[src/rtl/adam_axil_mem_resp_pkg.sv]
// Shared types for the AXI-Lite memory responder: FSM state encoding and AXI response codes.
package adam_axil_mem_resp_pkg;

    typedef enum logic [2:0] {
        PAUSED  = 3'd0,
        IDLE    = 3'd1,
        RD_WAIT = 3'd2,
        RD_RESP = 3'd3,
        WR_RESP = 3'd4
    } state_t;

    localparam logic [1:0] RESP_OKAY   = 2'b00;
    localparam logic [1:0] RESP_SLVERR = 2'b10;

endpackage

[src/rtl/adam_axil_mem_resp.sv]
// AXI-Lite responder driving a single-port synchronous-read memory, one transaction at a time.
// Define ADAM_AXIL_MEM_RESP_ERR_EN to answer out-of-range addresses with SLVERR instead of aliasing.
module adam_axil_mem_resp
    import adam_axil_mem_resp_pkg::*;
#(
    parameter int unsigned ADDR_WIDTH = 32,
    parameter int unsigned DATA_WIDTH = 32,
    parameter int unsigned SIZE       = 4096,
    parameter int unsigned STRB_WIDTH = DATA_WIDTH / 8,
    parameter int unsigned MEM_AW     = $clog2(SIZE / STRB_WIDTH)
) (
    input  logic                    clk,
    input  logic                    rst,

    input  logic                    pause_req,
    output logic                    pause_ack,

    input  logic [ADDR_WIDTH-1:0]   slv_awaddr,
    input  logic [2:0]              slv_awprot,
    input  logic                    slv_awvalid,
    output logic                    slv_awready,
    input  logic [DATA_WIDTH-1:0]   slv_wdata,
    input  logic [STRB_WIDTH-1:0]   slv_wstrb,
    input  logic                    slv_wvalid,
    output logic                    slv_wready,
    output logic [1:0]              slv_bresp,
    output logic                    slv_bvalid,
    input  logic                    slv_bready,
    input  logic [ADDR_WIDTH-1:0]   slv_araddr,
    input  logic [2:0]              slv_arprot,
    input  logic                    slv_arvalid,
    output logic                    slv_arready,
    output logic [DATA_WIDTH-1:0]   slv_rdata,
    output logic [1:0]              slv_rresp,
    output logic                    slv_rvalid,
    input  logic                    slv_rready,

    output logic                    mem_req,
    output logic                    mem_we,
    output logic [MEM_AW-1:0]       mem_addr,
    output logic [STRB_WIDTH-1:0]   mem_be,
    output logic [DATA_WIDTH-1:0]   mem_wdata,
    input  logic [DATA_WIDTH-1:0]   mem_rdata
);

    localparam int unsigned OFF = $clog2(STRB_WIDTH);

    state_t                 state_q, state_d;
    logic                   prio_wr_q, prio_wr_d;
    logic [DATA_WIDTH-1:0]  rdata_q, rdata_d;
    logic [1:0]             rresp_q, rresp_d;
    logic [1:0]             bresp_q, bresp_d;
    logic                   rd_err_q, rd_err_d;

    logic wr_elig, rd_elig;
    logic do_wr, do_rd;
    logic wr_oor, rd_oor;

`ifdef ADAM_AXIL_MEM_RESP_ERR_EN
    localparam int unsigned SIZE_AW = $clog2(SIZE);
    assign wr_oor = (slv_awaddr >> SIZE_AW) != '0;
    assign rd_oor = (slv_araddr >> SIZE_AW) != '0;
`else
    assign wr_oor = 1'b0;
    assign rd_oor = 1'b0;
`endif

    // Protection bits and address bits outside the word index carry no meaning here.
    logic unused_sigs;
    assign unused_sigs = ^{slv_awprot, slv_arprot, slv_awaddr, slv_araddr};

    assign wr_elig = slv_awvalid & slv_wvalid;
    assign rd_elig = slv_arvalid;

    always_comb begin
        state_d   = state_q;
        prio_wr_d = prio_wr_q;
        rdata_d   = rdata_q;
        rresp_d   = rresp_q;
        bresp_d   = bresp_q;
        rd_err_d  = rd_err_q;
        do_wr     = 1'b0;
        do_rd     = 1'b0;
        unique case (state_q)
            PAUSED: begin
                if (!pause_req) state_d = IDLE;
            end
            IDLE: begin
                if (pause_req) begin
                    state_d = PAUSED;
                end else if (wr_elig && (!rd_elig || prio_wr_q)) begin
                    do_wr     = 1'b1;
                    bresp_d   = wr_oor ? RESP_SLVERR : RESP_OKAY;
                    prio_wr_d = 1'b0;
                    state_d   = WR_RESP;
                end else if (rd_elig) begin
                    do_rd     = 1'b1;
                    rd_err_d  = rd_oor;
                    prio_wr_d = 1'b1;
                    state_d   = RD_WAIT;
                end
            end
            RD_WAIT: begin
                rdata_d = rd_err_q ? '0 : mem_rdata;
                rresp_d = rd_err_q ? RESP_SLVERR : RESP_OKAY;
                state_d = RD_RESP;
            end
            RD_RESP: begin
                if (slv_rready) state_d = IDLE;
            end
            WR_RESP: begin
                if (slv_bready) state_d = IDLE;
            end
            default: state_d = PAUSED;
        endcase
    end

    always_ff @(posedge clk) begin
        if (rst) begin
            state_q   <= PAUSED;
            prio_wr_q <= 1'b0;
            rdata_q   <= '0;
            rresp_q   <= RESP_OKAY;
            bresp_q   <= RESP_OKAY;
            rd_err_q  <= 1'b0;
        end else begin
            state_q   <= state_d;
            prio_wr_q <= prio_wr_d;
            rdata_q   <= rdata_d;
            rresp_q   <= rresp_d;
            bresp_q   <= bresp_d;
            rd_err_q  <= rd_err_d;
        end
    end

    assign pause_ack   = (state_q == PAUSED);
    assign slv_awready = do_wr;
    assign slv_wready  = do_wr;
    assign slv_arready = do_rd;
    assign slv_bvalid  = (state_q == WR_RESP);
    assign slv_bresp   = bresp_q;
    assign slv_rvalid  = (state_q == RD_RESP);
    assign slv_rdata   = rdata_q;
    assign slv_rresp   = rresp_q;

    // Out-of-range accesses still handshake but never touch the macro.
    assign mem_req   = (do_wr & ~wr_oor) | (do_rd & ~rd_oor);
    assign mem_we    = do_wr;
    assign mem_addr  = do_wr ? slv_awaddr[MEM_AW+OFF-1:OFF] : slv_araddr[MEM_AW+OFF-1:OFF];
    assign mem_be    = do_wr ? slv_wstrb : '1;
    assign mem_wdata = slv_wdata;

endmodule

[config.mk]
export PLATFORM = sky130hd
export DESIGN_NAME = adam_axil_mem_resp
export DESIGN_NICKNAME = d
export VERILOG_FILES = /design/src/rtl/adam_axil_mem_resp_pkg.sv /design/src/rtl/adam_axil_mem_resp.sv
export SDC_FILE = /design/constraint.sdc
export NUM_CORES = 1
export LEC_CHECK = 0
export CAP_MARGIN = 20
export CORE_AREA = 2 2 91 93
export CTS_BUF_LIST = sky130_fd_sc_hd__clkbuf_4 sky130_fd_sc_hd__clkbuf_8
export CTS_CLUSTER_SIZE = 12
export DETAILED_ROUTE_END_ITERATION = 7
export DIE_AREA = 0 0 93 95
export PLACE_DENSITY = 0.78
export SYNTH_ARGS = -nofsm -noshare
export SYNTH_HDL_FRONTEND = slang
export SYNTH_SLANG_ARGS = --single-unit
[constraint.sdc]
create_clock -name clk -period 2.3 [get_ports clk]
set_clock_uncertainty 0.1 [all_clocks]
set_input_delay 0.46 -clock clk [delete_from_list [all_inputs] [get_ports clk]]
set_output_delay 0.46 -clock clk [all_outputs]
set_load 0.02 [all_outputs]
==> impl_metrics.yaml, run 1 <==
clock_tree:
  clockBufferDepth: 2
  cts_setup_buffers: 0
  h_tree_levels: 2
  cts.root.buffer_cell: "sky130_fd_sc_hd__clkbuf_8"
  cts.clk_slew.worst_paths_ns: 0.08
  worst_skew_pair.late_latency_ns: 0.28
  cts_hold_buf: 0
  cts_tree: "built"
  number_of_clock_sinks: 36
  cts_inserted_buffers: 5
logic_synthesis:
  syn-instance-count: 191
  synth.largest_area_cell: "sky130_fd_sc_hd__dfxtp_1"
  mappedNetlistArea_sq_mm: 0.00183
  postSynthRegisterBits: 36
  synthDominantCellAreaShare: 0.393
  post_synth_num_cell_types: 27
  synth-seq-area-share: 0.393
  synthesis.area_per_instance_sq_um: 9.60
  ys_top_cells_by_area: "sky130_fd_sc_hd__dfxtp_1 (39%), sky130_fd_sc_hd__mux2i_1 (18%), sky130_fd_sc_hd__buf_4 (16%)"
  yosysWarnings: 0
setup_path:
  cp-end-kind: "primary output"
  cpPeakStageDelay_ns: 0.54
  worst_path_max_delay_cell: "sky130_fd_sc_hd__or4b_4"
  crit_path_start_kind: "register"
  worstPathCellList: "or4b_4 -> nor3_4 -> buf_6 -> mux2_4 -> buf_6"
  worstPathRequired_ns: 1.74
  critical_path_arrival_ns: 1.95
  path_max_fanout: 6
  crit_top_cell: "sky130_fd_sc_hd__buf_6"
  timing_worst_setup_path_type: "register to primary output"
sta:
  rsz_0062_raised_after_global_routing: "yes"
  fin_setup_tns_ns: -2.58
  timing.final.crit_share: 1.09
  maxClockFrequency_mhz: 398
  hold_ws_ns: 0.393
  report.final.setup_viol: 15
  report.final.hold_viol_count: 0
  fin_ws_ns: -0.214
  final_period_minus_worst_setup_slack_ns: 2.51
  tightestPinTransition_ns: 0.544
  maxSlewHeadroom: 0.628
  finalMaxSlewViolations: 0
floorplan:
  ioPinCount: 236
  die_height_um: 95
  initial_core_util: 0.231
  fp.dieArea_sq_mm: 0.00884
  standard_cell_rows: 33
  die_w_um: 93
  core_region_area_sq_mm: 0.00793
power:
  power_density_mw_per_mm2: 451
  p_leak_nw: 1.21
  max-vdd-ir-drop_mv: 0.242
route:
  ant_nets: 0
  drtPass1Iterations: 4
  routed_wirelength_mm: 5.26
  detail_route.drc_violations: 0
  wl_per_cell_um: 13.4
  drt_iter0_drc: 30
  vias_per_cell: 4.06
  via_count: 1592
final_layout:
  antennaDiodeCount: 0
  regArea_sq_um: 722
  num-nets-final: 433
  final_layout_size_suffix_gt1_frac: 0.230
  area_delta_synth_final_pct: 70.9
  fill_cells: 778
  final_cell_area_sq_mm: 0.00314
  multiInputGateArea_sq_um: 857
placement:
  place_congestion: 0.775
  post-dp-hpwl_mm: 3.92
  placement.cell_area_sq_mm: 0.00297
  port-buffer-count: 117
global_routing:
  wire_length_of_the_first_global_routing_pass_mm: 7.72
  grt_antenna_before_repair: 0
  grt_start_max_net_pins: 22
  use_met3: 0.0455
  grt_overflow_total: 0
  grtUsageMet2: 0.176
  globalRouteMet1Util: 0.131
  grt_util_all_layers: 0.110
  grt_busiest_layer: "met2"
  grt_pass1_vias: 1596
status:
  outcome: "complete, but fails checks"
  violations_in_the_final_reports: "setup timing"
min_path:
  hold_class: "register to register"
job:
  drv.max_cap_violation_count: 0
[layout make-up]
| class | instances | share of cell area |
|---|---|---|
| Clock buffer | 5 | 0.0219 |
| Clock inverter | 2 | 0.00399 |
| Inverter | 2 | 0.00239 |
| Multi-Input combinational cell | 107 | 0.273 |
| Sequential cell | 36 | 0.230 |
| Tap cell | 105 | 0.0419 |
| Timing Repair Buffer | 135 | 0.426 |
[flip-flops by register name, indices dropped and copies added, names as in the netlist]
name	count
state_q	3
prio_wr_q	1
slv_rdata	32
[synth_stat cells (all sizes together)]
library cell and count:
nor2 34, and3b 1, or4b 1, o21ba 1, nand2b 4, nor2b 2
buf 45, a2111oi 2, and2 1, o211ai 1, o21ai 2, conb 1
nor4b 1, inv 2, mux2 10, nand2 1, dfxtp 36, a21oi 4
clkbuf 4, mux2i 33, nor3 3, nor3b 2
[metrics by stage]
stage	worst slack, ns	std cells	power, mW	utilization
after floorplan	-0.0975	194	0.870	-
after global placement	-0.881	385	0.977	0.375
after detailed placement	-0.905	385	0.982	0.375
after CTS	-0.204	392	1.44	0.385
after global routing	-0.274	392	1.49	0.396
final	-0.214	392	1.41	0.396
[path summary, 6_finish.rpt]
check / startpoint / slack, ns / cells after the start / end
worst max-delay path: state_q[1] / -0.21 / 5 / mem_addr[2]
worst max register to register: state_q[2] / 0.56 / 5 / state_q[1]
worst min register to register: slv_rdata[0] / 0.39 / 2 / slv_rdata[0]
worst min-delay path: slv_rdata[0] / 0.39 / 2 / slv_rdata[0]
[per-layer routing]
metal  share of wire  up-vias
met4           0.011        0
met1            0.41      717
met2            0.50       85
li1                -      780
met3           0.082       10
met5               0        -
[placed cells by master, fill, tap and decap left out, types with 2 or more instances in the layout]
master / instances
sky130_fd_sc_hd__clkbuf_8: 5
sky130_fd_sc_hd__nor2_1: 34
sky130_fd_sc_hd__mux2_4: 10
sky130_fd_sc_hd__mux2i_1: 33
sky130_fd_sc_hd__buf_4: 14
sky130_fd_sc_hd__conb_1: 4
sky130_fd_sc_hd__inv_1: 2
sky130_fd_sc_hd__o21ai_0: 2
sky130_fd_sc_hd__a2111oi_0: 2
sky130_fd_sc_hd__clkdlybuf4s50_1: 96
sky130_fd_sc_hd__buf_6: 17
sky130_fd_sc_hd__nor3_1: 2
sky130_fd_sc_hd__a21oi_1: 4
sky130_fd_sc_hd__dfxtp_1: 35
sky130_fd_sc_hd__buf_2: 4
sky130_fd_sc_hd__nand2b_4: 4
[critical path: cells and delay by family (launching register included)]
| kind | cells | cell delay [ns] |
|---|---|---|
| and+or+nand+nor | 2 | 0.73 |
| DFF | 1 | 0.33 |
| buffers and inverters | 2 | 0.31 |
| muxes | 1 | 0.31 |
[cell families (layout without fill, tap and decap cells)]
kind of cell	after synthesis	in the layout	synth area share
AOI/OAI and AO/OA	10	10	0.0355
buffers and inverters	51	144	0.193
DFF	36	36	0.393
muxes	43	43	0.241
other	1	4	0.00204
and+or+nand+nor	50	50	0.135
[power by group]
part / switching [mW] / total, mW / leakage, nW / internal, mW
registers: 0.00854 / 0.648 / 0.291 / 0.639
clock network: 0.228 / 0.433 / 0.0400 / 0.205
logic: 0.128 / 0.333 / 0.879 / 0.205
total: 0.365 / 1.41 / 1.21 / 1.05
[repair_timing]
item	CTS	global route
resized for setup	109	19
setup endpoints to repair	19	17
pin swaps	2	0
Note: power is estimated with default switching activity, not from simulation.
==> run 2, diff against run 1 <==
Settings changed: SETUP_SLACK_MARGIN set to 0.4.
==> run 2 against run 1 <==
Effect of this change: the run still ends with setup timing left; critical path depth unchanged; power up 0.76%; via count up 2.3%; die area unchanged; combinational power up 3%; final cell count up 1.3%; worst hold slack unchanged; clock power about the same; first-iteration DRC count up 43%.
==> impl_metrics.yaml, run 2 (synthesis results as in run 1) <==
sta:
  maxSlewHeadroom: 0.625
  hold_ws_ns: 0.393
  finalMaxSlewViolations: 0
  report.final.hold_viol_count: 0
  fin_ws_ns: -0.200
  tightestPinTransition_ns: 0.548
  final_period_minus_worst_setup_slack_ns: 2.50
  maxClockFrequency_mhz: 400
  rsz_0062_raised_after_global_routing: "yes"
  report.final.setup_viol: 15
  timing.final.crit_share: 1.09
clock_tree:
  clockBufferDepth: 2
  cts_inserted_buffers: 5
  number_of_clock_sinks: 36
  h_tree_levels: 2
  worst_skew_pair.late_latency_ns: 0.28
  cts_tree: "built"
  cts.root.buffer_cell: "sky130_fd_sc_hd__clkbuf_8"
  cts.clk_slew.worst_paths_ns: 0.08
global_routing:
  grt_antenna_before_repair: 0
  grt_start_max_net_pins: 22
  use_met3: 0.0447
  grtUsageMet2: 0.179
  wire_length_of_the_first_global_routing_pass_mm: 7.76
  grt_overflow_total: 0
  grt_pass1_vias: 1601
  grt_busiest_layer: "met2"
  globalRouteMet1Util: 0.131
  grt_util_all_layers: 0.110
final_layout:
  num-nets-final: 438
  largest_reg_flops: 32
  fill_cells: 769
  mostFrequentLayoutCells: "sky130_fd_sc_hd__clkdlybuf4s50_1 (93), sky130_fd_sc_hd__dfxtp_1 (35), sky130_fd_sc_hd__mux2i_1 (33), sky130_fd_sc_hd__nor2_1 (33), sky130_fd_sc_hd__buf_6 (20)"
  final_layout_size_suffix_gt1_frac: 0.264
  final_common_cell: "sky130_fd_sc_hd__clkdlybuf4s50_1"
  layoutNonFillerInstCount: 397
  antennaDiodeCount: 0
  area_delta_synth_final_pct: 74.1
floorplan:
  die_height_um: 95
  die_w_um: 93
  ioPinCount: 236
  standard_cell_rows: 33
  core_region_area_sq_mm: 0.00793
  initial_core_util: 0.231
  fp.dieArea_sq_mm: 0.00884
setup_path:
  crit_path_start_kind: "register"
  timing_worst_setup_path_type: "register to primary output"
  reg2reg_depth: 6
  path_max_fanout: 7
  cp-end-kind: "primary output"
  r2r_start: "state_q[1]"
  reg_to_reg_critical_path_endpoint: "state_q[2]"
  worstPathRequired_ns: 1.74
  reg2reg_slack_ns: 0.54
  critical_path_arrival_ns: 1.94
min_path:
  whs_endpoint: "slv_rdata[0]"
  hold_depth: 2
  hold_start: "slv_rdata[0]"
  hold_class: "register to register"
status:
  outcome: "complete, but fails checks"
  violations_in_the_final_reports: "setup timing"
placement:
  pre_cts_ws_ns: -0.905
  place_congestion: 0.775
  port-buffer-count: 117
  post-dp-hpwl_mm: 3.92
  placed_cells: 385
power:
  power_density_mw_per_mm2: 446
  p_leak_nw: 1.23
  max-vdd-ir-drop_mv: 0.241
route:
  wl_per_cell_um: 13.6
  routed_wirelength_mm: 5.39
  ant_nets: 0
  drtPass1Iterations: 4
  vias_per_cell: 4.10
  detail_route.drc_violations: 0
  drt_iter0_drc: 43
  via_count: 1629
job:
  drv.max_cap_violation_count: 0
## run 2: area by class of cell
cell class / instances / area [sq um] / area share
clock buffer: 5 / 68.8 / 0.0215
tap: 105 / 131 / 0.0411
multi-input combinational: 107 / 887 / 0.278
inverter: 2 / 7.51 / 0.00235
timing repair buffer: 140 / 1370 / 0.427
clock inverter: 2 / 12.5 / 0.00392
sequential: 36 / 722 / 0.226
## run 2: worst max-delay path by stage
stage	end	from	depth (start not counted)	slack, ns
3_5_place_dp	mem_addr[2]	pause_req	6	-0.91
6_report	mem_addr[8]	state_q[1]	5	-0.20
3_3_place_gp	mem_addr[0]	pause_req	6	-0.88
5_1_grt	mem_addr[2]	state_q[1]	5	-0.27
2_1_floorplan	mem_addr[5]	state_q[2]	5	-0.1
4_1_cts	mem_addr[2]	state_q[1]	5	-0.20
## run 2: what timing repair did
item	4_1_cts	5_1_grt
resized for setup	123	29
setup buffers	2	3
endpoints found under the setup margin	24	22
pin swaps	3	1
gates cloned	0	0
hold buffers	0	0
## run 2: through the flow
| step | util | instance area, sq um | power [mW] | TNS (ns) |
|---|---|---|---|---|
| global route | 0.403 | 3190 | 1.50 | -3.41 |
| floorplan | - | 1860 | 0.870 | -0.390 |
| global placement | 0.375 | 2970 | 0.977 | -14.92 |
| finish | 0.403 | 3190 | 1.43 | -2.38 |
| detailed placement | 0.375 | 2970 | 0.982 | -15.42 |
| CTS | 0.389 | 3080 | 1.44 | -2.56 |
## run 2: routing by layer
metal | vias to the layer above | wire length [um]
met1 | 743 | 2200
met4 | 0 | 59
met5 | - | 0
met2 | 87 | 2700
met3 | 10 | 424
li1 | 789 | -
## run 2: power by group
group | total, mW | switching, mW | internal, mW
logic | 0.344 | 0.134 | 0.211
clock network | 0.433 | 0.228 | 0.205
registers | 0.648 | 0.00863 | 0.639
total | 1.43 | 0.370 | 1.05
## run 2: critical path, stage by stage (launching register included)
cell and delay (ns):
sky130_fd_sc_hd__dfxtp_2 0.33, sky130_fd_sc_hd__or4b_4 0.54, sky130_fd_sc_hd__nor3_4 0.18, sky130_fd_sc_hd__buf_6 0.17, sky130_fd_sc_hd__mux2_4 0.31, sky130_fd_sc_hd__buf_6 0.13
